[src/rtl/uart_tx_buf.sv]
// UART transmitter: FIFO (push when in_valid && in_ready) feeding a serializer. The line is busy for
// (1+DATA_WIDTH+parity+STOP_BITS)*CLKS_PER_BIT cycles per frame. Define UART_TX_BREAK_EN to add the brk input.
module uart_tx_buf #(
  parameter int DATA_WIDTH   = 8,
  parameter int FIFO_DEPTH   = 4,
  parameter int CLKS_PER_BIT = 16,
  parameter int PARITY_MODE  = 0,
  parameter int STOP_BITS    = 1
) (
  input  logic                            clk,
  input  logic                            rst,
`ifdef UART_TX_BREAK_EN
  input  logic                            brk,
`endif
  input  logic [DATA_WIDTH-1:0]           in_data,
  input  logic                            in_valid,
  output logic                            in_ready,
  output logic                            tx,
  output logic                            busy,
  output logic                            tx_done,
  output logic [$clog2(FIFO_DEPTH+1)-1:0] fifo_count
);
  localparam int CW   = $clog2(FIFO_DEPTH + 1);
  localparam int PW   = $clog2(FIFO_DEPTH);
  localparam int DIVW = $clog2(CLKS_PER_BIT);
  localparam int BW   = $clog2(DATA_WIDTH);

  typedef enum logic [2:0] {
    S_IDLE   = 3'd0,
    S_START  = 3'd1,
    S_DATA   = 3'd2,
    S_PARITY = 3'd3,
    S_STOP   = 3'd4
  } state_t;

  logic [DATA_WIDTH-1:0] mem_q [FIFO_DEPTH];
  logic [PW-1:0]         wr_ptr_q, rd_ptr_q;
  logic [CW-1:0]         count_q, count_d;
  state_t                state_q;
  logic [DIVW-1:0]       div_q;
  logic [BW-1:0]         bit_q;
  logic                  stop_q;
  logic [DATA_WIDTH-1:0] shreg_q;
  logic                  par_q, tx_q, busy_q, done_q;
  logic                  push, pop, bit_end, last_stop, idle_go, not_empty;
  logic [DATA_WIDTH-1:0] head;

  assign not_empty = (count_q != '0);
  assign in_ready  = (count_q != CW'(FIFO_DEPTH));
  assign push      = in_valid && in_ready;
  assign head      = mem_q[rd_ptr_q];
  assign bit_end   = (div_q == DIVW'(CLKS_PER_BIT - 1));
  assign last_stop = (stop_q == 1'(STOP_BITS - 1));

`ifdef UART_TX_BREAK_EN
  assign idle_go = not_empty && !brk;
`else
  assign idle_go = not_empty;
`endif

  // Only words already counted are popped, so a same-cycle push cannot be sent before the next edge.
  assign pop = ((state_q == S_IDLE) && idle_go) ||
               ((state_q == S_STOP) && bit_end && last_stop && not_empty);

  assign count_d = count_q + CW'(push) - CW'(pop);

  always_ff @(posedge clk or posedge rst) begin
    if (rst) begin
      wr_ptr_q <= '0;
      rd_ptr_q <= '0;
      count_q  <= '0;
    end else begin
      if (push) wr_ptr_q <= wr_ptr_q + 1'b1;
      if (pop)  rd_ptr_q <= rd_ptr_q + 1'b1;
      count_q <= count_d;
    end
  end

  always_ff @(posedge clk) begin
    if (push) mem_q[wr_ptr_q] <= in_data;
  end

  always_ff @(posedge clk or posedge rst) begin
    if (rst) begin
      state_q <= S_IDLE;
      tx_q    <= 1'b1;
      busy_q  <= 1'b0;
      done_q  <= 1'b0;
      div_q   <= '0;
      bit_q   <= '0;
      stop_q  <= 1'b0;
      shreg_q <= '0;
      par_q   <= 1'b0;
    end else begin
      done_q <= 1'b0;
      div_q  <= bit_end ? '0 : div_q + 1'b1;
      case (state_q)
        S_IDLE: begin
          div_q <= '0;
`ifdef UART_TX_BREAK_EN
          tx_q  <= ~brk;
`else
          tx_q  <= 1'b1;
`endif
        end
        S_START: begin
          if (bit_end) begin
            state_q <= S_DATA;
            tx_q    <= shreg_q[0];
            bit_q   <= '0;
          end
        end
        S_DATA: begin
          if (bit_end) begin
            if (bit_q == BW'(DATA_WIDTH - 1)) begin
              if (PARITY_MODE != 0) begin
                state_q <= S_PARITY;
                tx_q    <= par_q;
              end else begin
                state_q <= S_STOP;
                tx_q    <= 1'b1;
                stop_q  <= 1'b0;
              end
            end else begin
              tx_q    <= shreg_q[1];
              shreg_q <= shreg_q >> 1;
              bit_q   <= bit_q + 1'b1;
            end
          end
        end
        S_PARITY: begin
          if (bit_end) begin
            state_q <= S_STOP;
            tx_q    <= 1'b1;
            stop_q  <= 1'b0;
          end
        end
        S_STOP: begin
          if (bit_end) begin
            if (last_stop) begin
              done_q  <= 1'b1;
              state_q <= S_IDLE;
              tx_q    <= 1'b1;
              busy_q  <= 1'b0;
            end else begin
              stop_q <= 1'b1;
            end
          end
        end
        default: begin
          state_q <= S_IDLE;
          tx_q    <= 1'b1;
          busy_q  <= 1'b0;
          div_q   <= '0;
        end
      endcase
      // A pop overrides the IDLE/STOP exit above and starts the next frame on this edge.
      if (pop) begin
        state_q <= S_START;
        tx_q    <= 1'b0;
        busy_q  <= 1'b1;
        div_q   <= '0;
        shreg_q <= head;
        par_q   <= (^head) ^ (PARITY_MODE == 2);
      end
    end
  end

  assign tx         = tx_q;
  assign busy       = busy_q;
  assign tx_done    = done_q;
  assign fifo_count = count_q;

endmodule

[config.mk]
export PLATFORM = sky130hd
export DESIGN_NAME = uart_tx_buf
export DESIGN_NICKNAME = d
export VERILOG_FILES = /design/src/rtl/uart_tx_buf.sv
export SDC_FILE = /design/constraint.sdc
export NUM_CORES = 1
export LEC_CHECK = 0
export ABC_AREA = 1
export ABC_CLOCK_PERIOD_IN_PS = 2500
export CORE_MARGIN = 2
export CORE_UTILIZATION = 57
export DETAILED_ROUTE_END_ITERATION = 10
export PLACE_DENSITY = 0.89
export SYNTH_ARGS = -nofsm -noshare
export SYNTH_HDL_FRONTEND = slang
export SYNTH_SLANG_ARGS = --single-unit
[constraint.sdc]
create_clock -name clk -period 2.5 [get_ports clk]
set_input_delay 0.25 -clock clk [delete_from_list [all_inputs] [get_ports clk]]
set_output_delay 0.25 -clock clk [all_outputs]
set_load 0.005 [all_outputs]
### Word-level counts from Yosys, hierarchy flattened

Memories as Yosys holds them, arrays and structs flattened.
Index checks and enable logic that the tools add are counted.

* logic and storage cells: 103
* flip-flop bits (word level): 29
* input bits: 11
* memories: 1
* RAM bits: 32

* mux-type cells: 42
* equality and inequality tests: 22
* bitwise gates (word level): 1
* reduce and logical (&&, ||, !) cells: 20
* add/subtract/negate cells: 6

Memory list
* mem_q: words 4, width 8, read ports 1, clocked after Yosys merged registers in 0, write ports 1, RTL line 36 `logic [DATA_WIDTH-1:0] mem_q [FIFO_DEPTH];`

Operators by type and width (count)
* $mux 8: 4
* $mux 3: 10
* $ne 3x3->1 const B: 7
* $mux 1: 20
* $ne 2x2->1 const B: 8
* $pmux 3 s5: 1
* $mux 4: 3
* $reduce_and 5->1: 2
* $reduce_or 4->1: 2
* $reduce_and 7->1: 1
* $eq 3x2->1 const B: 2
* $eq 3x3->1 const B: 2
* $pmux 3 s2: 1
* $reduce_and 3->1: 2
* $reduce_bool 2->1: 3
* $reduce_bool 3->1: 2
* $logic_and 1x1->1: 5
* $add 2x1->2 const B: 2
* $add 4x1->4 const B: 1
* $eq 4x4->1 const B: 1
* $pmux 1 s4: 1
* $reduce_and 4->1: 1
* $add 3x1->3: 1
* $add 3x1->3 const B: 1
* other kinds (8): 8

### Depth between registers and ports, before layout

Gate-level depths: netlist of run 1.

* depth in word-level cells: 7
* mapped depth: 10
* gate-level depth less buffers: 10

### Worst setup path after synthesis of run 1

No wires, ideal clock.

* path type: reg-to-reg
* from: register div_q[0]
* to: register count_q[2], in the netlist fifo_count[2]
* setup slack: 0.362 ns
* data arrival time: 2.009 ns
* path buffers: 0
* setup time: 0.129 ns
* cell stages (with the launch flop): 11
* clock period less this slack: 2.138 ns
* cell sequence: dfrtp_1 ha_1 nand3_4 a21oi_4 nand2_4 inv_1 ha_1 inv_1 ha_1 fa_1 xor2_1

* cells in the longest elaborated chain, start to end: 6

RTL lines
* start, declared: RTL line 40 `logic [DIVW-1:0] div_q;`
* start signal, assigned: RTL line 96 `div_q <= bit_end ? '0 : div_q + 1'b1;`
* $eq 4x4->1: RTL line 52 `assign bit_end = (div_q == DIVW'(CLKS_PER_BIT - 1));`
* $logic_and 1x1->1 (3 in a row): RTL line 63 `((state_q == S_STOP) && bit_end && last_stop && not_empty);`
* $logic_or 1x1->1: RTL line 62 `assign pop = ((state_q == S_IDLE) && idle_go) ||`
* named net pop: RTL line 45 `logic push, pop, bit_end, last_stop, idle_go, not_empty;`
* $sub 3x1->3: RTL line 65 `assign count_d = count_q + CW'(push) - CW'(pop);`
* named net count_d[2]: RTL line 38 `logic [CW-1:0] count_q, count_d;`
* end signal, assigned: RTL line 75 `count_q <= count_d;`
* end, declared: RTL line 38

The timed path passes the listed nets, and every way through them passes these cells.
A chain may end at the register's enable or synchronous reset.

### Worst setup path after layout of run 1

Ends and elaborated chain as after synthesis.

==> results of run 1 <==
stage by stage:
stage | setup slack, ps | std cells | area (µm²)
global route | 115.4 | 346 | 3138
CTS | 227.0 | 346 | 3138
detailed placement | 253.2 | 330 | 2932
floorplan | 362.0 | 260 | 2685
finish | 229.2 | 346 | 3138
global placement | 348.3 | 330 | 2932
synth_stat cells, types with 2 or more instances:
cell type and n:
nor2_1 17, buf_2 3, ha_1 9, nand3_1 35, inv_2 2, edfxtp_1 32
xor2_1 4, o21ai_0 18, nand4_1 3, dfrtp_1 27, inv_1 24, nand2_1 70
nand3_4 2
cell families (layout without fill, tap and decap cells):
kind of cell               after synthesis  after routing  synth area share
and+or+nand+nor                        130            130            0.2158
DFF                                     60             60            0.6193
buffers and inverters                   32             66           0.05126
AOI/OAI and AO/OA                       23             23           0.04800
adders and majority gates               10             10           0.04940
xor gates and xnor gates                 5              5           0.01631
metal layers:
| layer | track usage | wire length (µm) | up-vias |
|---|---|---|---|
| met5 | 0 | 0 | - |
| met4 | 0.1235 | 143 | 0 |
| met3 | 0.04972 | 208 | 17 |
| met2 | 0.3525 | 2643 | 47 |
| met1 | 0.2657 | 2014 | 907 |
| li1 | - | - | 927 |
flip-flops by register name (all words and copies together) (netlist names):
signal      flops
mem_q          32
shreg_q         8
div_q           4
bit_q           3
fifo_count      3
state_q         3
rd_ptr_q        2
wr_ptr_q        2
busy            1
tx              1
tx_done         1
worst register-to-register path, stage by stage (launching register included):
cell	delay, ps
dfrtp_1	370
ha_1	240
nand3_4	140
a21oi_4	280
nand2_4	70
inv_1	120
ha_1	140
inv_1	50
ha_1	180
fa_1	380
xor2_1	170
area by class of cell:
| cell class | instances | area (µm²) | share of cell area |
|---|---|---|---|
| Timing Repair Buffer | 23 | 215.2 | 0.06858 |
| Sequential cell | 60 | 1663 | 0.5299 |
| Clock inverter | 7 | 82.58 | 0.02632 |
| Clock buffer | 9 | 123.9 | 0.03947 |
| Inverter | 27 | 103.9 | 0.03309 |
| Multi-Input combinational cell | 168 | 884.6 | 0.2819 |
| Tap cell | 52 | 65.06 | 0.02073 |
power groups by stage:
stage	combinational [mW]	sequential [mW]	clock, mW
2_1_floorplan	0.235	1.27	0
3_3_place_gp	0.401	1.27	0
3_5_place_dp	0.427	1.28	0
4_1_cts	0.432	1.26	0.918
5_1_grt	0.484	1.27	0.967
6_report	0.425	1.26	0.902
how the worst max path moves through the flow:
stage               depth (start not counted)            end          start
detailed placement                          9  fifo_count[2]  fifo_count[1]
finish                                     10  fifo_count[2]       div_q[0]
CTS                                        10  fifo_count[2]       div_q[0]
floorplan                                  10  fifo_count[2]       div_q[0]
global route                                9  fifo_count[2]  fifo_count[1]
global placement                           10  fifo_count[2]       div_q[0]
==> results by group, run 1 <==
Critical path
  • R2R depth: 10
  • Reg-to-reg critical path startpoint: div_q[0]
  • WP data arrival: 2480 ps
  • Crit path buf inv count: 2
  • Worst reg-to-reg setup slack: 230 ps
  • Cell Chain, Critical Path: ha_1 > nand3_4 > a21oi_4 > nand2_4 > inv_1 > ha_1 > inv_1 > ha_1 > fa_1 > xor2_1
  • Worst path most repeated cell: ha_1
  • Crit Path Max Fanout: 8
  • Reg2reg end: fifo_count[2]
  • Highest-delay cell along the critical path: fa_1
  • Crit. End Element: register
  • Critical Path RT: 2710 ps
  • WS Path Type: register to register
  • Max incr delay on CP: 380 ps
  • CP delay by family, top: adder cells
  • Type of origin of the critical path: register

Clock tree
  • Clock sinks: 60
  • Clk pin slew, worst setup/hold paths: 80 ps
  • CTS Hold Buffers Added: 0
  • Worst skew pair latency: 340 ps
  • Num CTS Buffers: 9
  • CTS tree: built
  • Resize count post-CTS: 0
  • Clock root cell: clkbuf_8
  • H-tree Lvls: 3
  • Largest buffer count on any clock path: 2
  • Setup bufs post-CTS: 0

Pwr
  • Combinational share of power: 0.164
  • Int Power: 1.860 mW
  • Peak VDD IR: 1094 µV
  • Power density cells: 824.4 mW/mm²
  • Sequential share of power: 0.487
  • Final total power: 2.587 mW
  • Switch share: 0.2810
  • Leakage power: 1.385 nW
  • Clock group share of total power: 0.349
  • Net switching component of the power: 726.9 µW

Synthesis
  • Seq/Total Area, Yosys: 0.6193
  • Fraction of registers with async set or reset after synthesis: 0.4667
  • Ranking of synthesized cells by area: edfxtp_1 36%, dfrtp_1 25%, nand2_1 9.8%
  • EDFF count, synth: 32
  • Yosys top cell area share: 0.3579
  • Mapped Nets: 281
  • Synth unique cells: 27
  • Yosys reg bits: 60
  • Synth Area per Inst: 10.33 µm²
  • Largest area contributor in the netlist: edfxtp_1
  • Mapped Cells: 260
  • Syn. warnings: 0
  • Mapped Area: 0.002685 mm²
  • Main synth FF type: edfxtp_1

STA
  • Final Cycle Share: 0.9083
  • Count of pins over their slew limit: 0
  • Final hold vios: 0
  • Fmax: 440.4 MHz
  • Layout Skew: 8.148 ps
  • Final setup viols: 0
  • Slew headroom: 0.6168
  • Setup TNS: 0 ps
  • Worst hold slack: 260.1 ps
  • RSZ-0062 raised after global routing: false
  • Actual slew at the worst max-slew pin: 574.2 ps
  • Post-layout minimum cycle time: 2271 ps

Global route
  • Vias in the first global route: 1851
  • All-Layer GR Usage: 0.2164
  • First-pass GRT wire length: 8376 µm
  • Largest net degree at the start of global routing: 19
  • Gr ovfl total: 0
  • Initial antenna violation count: 0

Cells and area
  • Commonest non-fill, non-tap cell in the layout: nand2_1
  • Layout area overhead: 16.87%
  • Antenna Cells: 0
  • Fill count: 302
  • Layout cells sized above 1: 0.1088
  • Utilization after layout: 0.7061
  • Commonest cells after routing, fill and taps aside: 70 x nand2_1, 35 x nand3_1, 32 x edfxtp_1
  • Layout Nets: 310

Min path
  • Min-Delay Path Class: input pin to async pin

Routing
  • Total number of vias: 1898
  • WL final: 5010 µm
  • DRC: 0
  • Wire per inst: 14.48 µm
  • Starting DRT DRC Count: 177
  • Vias per cell: 5.486
  • Detail Route Antenna Nets: 0
  • Initial DRT Pass Iterations: 4

Die
  • Num ports: 18
  • Die X: 72.64 µm
  • Floorplan row count: 24
  • Die Y-Extent: 72.64 µm
  • Starting Density: 0.6042
  • Core box area: 0.004444 mm²
  • Die ar.: 0.005276 mm²

Placement
  • Buffers on Ports: 17
  • Detailed placer's ending HPWL: 3293 µm
  • Final Wtd Congestion: 0.8395

Run
  • Maxcap violations: 0

Run status
  • Outcome: finished, final reports clean
Power figures use the tool's default switching activity.
==> inputs of run 2 (changes only) <==
SKIP_LAST_GASP = 1   (was not set)
==> results of run 2 <==
Same layout as run 1: the final DEF is identical, and so are final timing and power.
==> inputs of run 3 (changes only) <==
ABC_CLOCK_PERIOD_IN_PS = 2600   (was 2500)
clock period = 2.6 ns   (was 2.5 ns; I/O delays follow)
==> results by group, run 3 (synthesized netlist as in run 1, its figures left out) <==
Run status
  • Outcome: finished, final reports clean

Clock tree
  • Worst skew pair latency: 340 ps (about the same)
  • H-tree Lvls: 3 (unchanged)
  • Num CTS Buffers: 9 (unchanged)
  • CTS tree: built
  • Clock root cell: clkbuf_8
  • Clock sinks: 60 (unchanged)
  • CTS Hold Buffers Added: 0 (unchanged)
  • Largest buffer count on any clock path: 2 (unchanged)
  • Resize count post-CTS: 0 (unchanged)
  • Setup bufs post-CTS: 0 (unchanged)
  • Clk pin slew, worst setup/hold paths: 70 ps (about the same)

Routing
  • DRC: 0 (unchanged)
  • Detail Route Antenna Nets: 0 (unchanged)
  • Total number of vias: 1897 (-0.053%)
  • Initial DRT Pass Iterations: 4 (unchanged)
  • Starting DRT DRC Count: 155 (-12%)
  • Vias per cell: 5.467 (-0.34%)
  • Wire per inst: 14.40 µm (-0.55%)
  • WL final: 4997 µm (-0.26%)

STA
  • Post-layout minimum cycle time: 2451 ps (+180.3 ps)
  • Final hold vios: 0 (unchanged)
  • Count of pins over their slew limit: 0 (unchanged)
  • Actual slew at the worst max-slew pin: 342.2 ps (-232.0 ps)
  • Final Cycle Share: 0.9427 (+0.03443)
  • Layout Skew: 7.689 ps (-0.4586 ps)
  • Worst hold slack: 126.2 ps (-133.9 ps)
  • Fmax: 408.0 MHz (-7.4%)
  • Slew headroom: 0.7719 (+0.1551)
  • Setup TNS: 0 ps (unchanged)
  • RSZ-0062 raised after global routing: false
  • Final setup viols: 0 (unchanged)

Critical path
  • Worst path most repeated cell: ha_1
  • Highest-delay cell along the critical path: fa_1
  • Critical Path RT: 2810 ps (+100 ps)
  • Cell Chain, Critical Path: ha_1 > nand3_4 > a21oi_4 > nand2_4 > inv_1 > ha_1 > inv_1 > ha_1 > fa_1 > xor2_1
  • Crit. End Element: register
  • WS Path Type: register to register
  • Type of origin of the critical path: register
  • WP data arrival: 2660 ps (+180 ps)
  • Crit path buf inv count: 2 (unchanged)
  • Max incr delay on CP: 390 ps (about the same)
  • CP delay by family, top: adder cells
  • Crit Path Max Fanout: 15 (+7)

Cells and area
  • Fill count: 342 (+13%)
  • Non-Filler Instances: 347 (+0.29%)
  • Antenna Cells: 0 (unchanged)
  • Layout cells sized above 1: 0.1085 (-0.0003690)
  • Leading registers by flop count: mem_q x32, shreg_q x8, div_q x4
  • Largest register FFs: 32 (unchanged)
  • Commonest non-fill, non-tap cell in the layout: nand2_1
  • Layout area overhead: 16.08%
  • Layout Nets: 311 (+0.32%)
  • Reg with most FFs: mem_q
  • Commonest cells after routing, fill and taps aside: 70 x nand2_1, 35 x nand3_1, 32 x edfxtp_1

Global route
  • First-pass GRT wire length: 8749 µm (+4.5%)
  • Largest net degree at the start of global routing: 24 (+5)
  • Initial antenna violation count: 0 (unchanged)
  • All-Layer GR Usage: 0.2241 (+0.007667)
  • Gr ovfl total: 0 (unchanged)
  • Vias in the first global route: 1938 (+4.7%)

Die
  • Floorplan row count: 24 (unchanged)
  • Die ar.: 0.005276 mm² (unchanged)
  • Starting Density: 0.6042 (unchanged)
  • Core box area: 0.004444 mm² (unchanged)
  • Num ports: 18 (unchanged)
  • Die Y-Extent: 72.64 µm (unchanged)
  • Die X: 72.64 µm (unchanged)

Pwr
  • Leakage power: 1.367 nW (-1.3%)
  • Peak VDD IR: 837.2 µV (-24%)
  • Power density cells: 765.6 mW/mm² (-7.1%)

Placement
  • Final Wtd Congestion: 0.8292 (-1.2%)
  • Placed Instances: 331 (+0.30%)
  • Detailed placer's ending HPWL: 3453 µm (+4.9%)
  • Buffers on Ports: 17 (unchanged)

Run
  • Maxcap violations: 0 (unchanged)

Min path
  • Min-Delay Path Class: input pin to async pin
[run 3: cell count changes in the layout (fill, tap and decap cells not counted), sizes merged]
cell	before	now
clkinv	3	5
clkinvlp	0	2
buf	6	7
inv	30	27
bufinv	1	0
[run 3: final timing paths]
kind	from	endpoint	slack [ps]	depth (start not counted)
hold reg to reg	tx	tx	470	2
hold / removal	rst	fifo_count[1]	130	2
min in group clk	tx	tx	470	2
setup reg to reg	div_q[0]	fifo_count[2]	150	10
setup / recovery	div_q[0]	fifo_count[2]	150	10
max in group asynchronous	rst	tx	1850	3
[run 3: final cells by class]
| cell class | count | area, µm² | area share |
|---|---|---|---|
| clock buffer | 9 | 123.9 | 0.03974 |
| multi-input combinational | 168 | 884.6 | 0.2838 |
| timing repair buffer | 24 | 222.7 | 0.07146 |
| inverter | 27 | 103.9 | 0.03332 |
| sequential | 60 | 1663 | 0.5335 |
| tap | 52 | 65.06 | 0.02088 |
| clock inverter | 7 | 53.80 | 0.01726 |
[run 3: worst reg2reg max path, delay by kind of cell (launching register included)]
kind / cells / cell delay, ps
XOR/XNOR: 1 / 190
adder cells (fa/ha/maj): 4 / 940
AND/OR/NAND/NOR: 2 / 330
AO/OA/AOI/OAI: 1 / 280
buffers and inverters: 2 / 200
flip-flops: 1 / 370
[run 3: routing by layer]
layer | track usage | vias to the layer above | share of wire
met1 | 0.2696 | 916 | 0.43
met3 | 0.04834 | 15 | 0.031
met2 | 0.3717 | 39 | 0.51
met5 | 0 | - | 0
li1 | - | 927 | -
met4 | 0.1317 | 0 | 0.031
[run 3: metrics by stage]
step	util	setup WS (ps)	total power, mW	instance area [µm²]
global placement	0.6613	324.5	1.616	2939
floorplan	-	462.0	1.448	2685
detailed placement	0.6613	138.2	1.662	2939
finish	0.7013	148.9	2.386	3117
CTS	0.7013	133.2	2.404	3117
global route	0.7013	14.99	2.498	3117
[run 3: power breakdown]
part | internal (mW) | leakage [nW] | switching, mW
combinational | 0.183 | 0.650 | 0.253
clock | 0.347 | 0.0830 | 0.394
sequential | 1.16 | 0.635 | 0.0543
total | 1.69 | 1.37 | 0.701
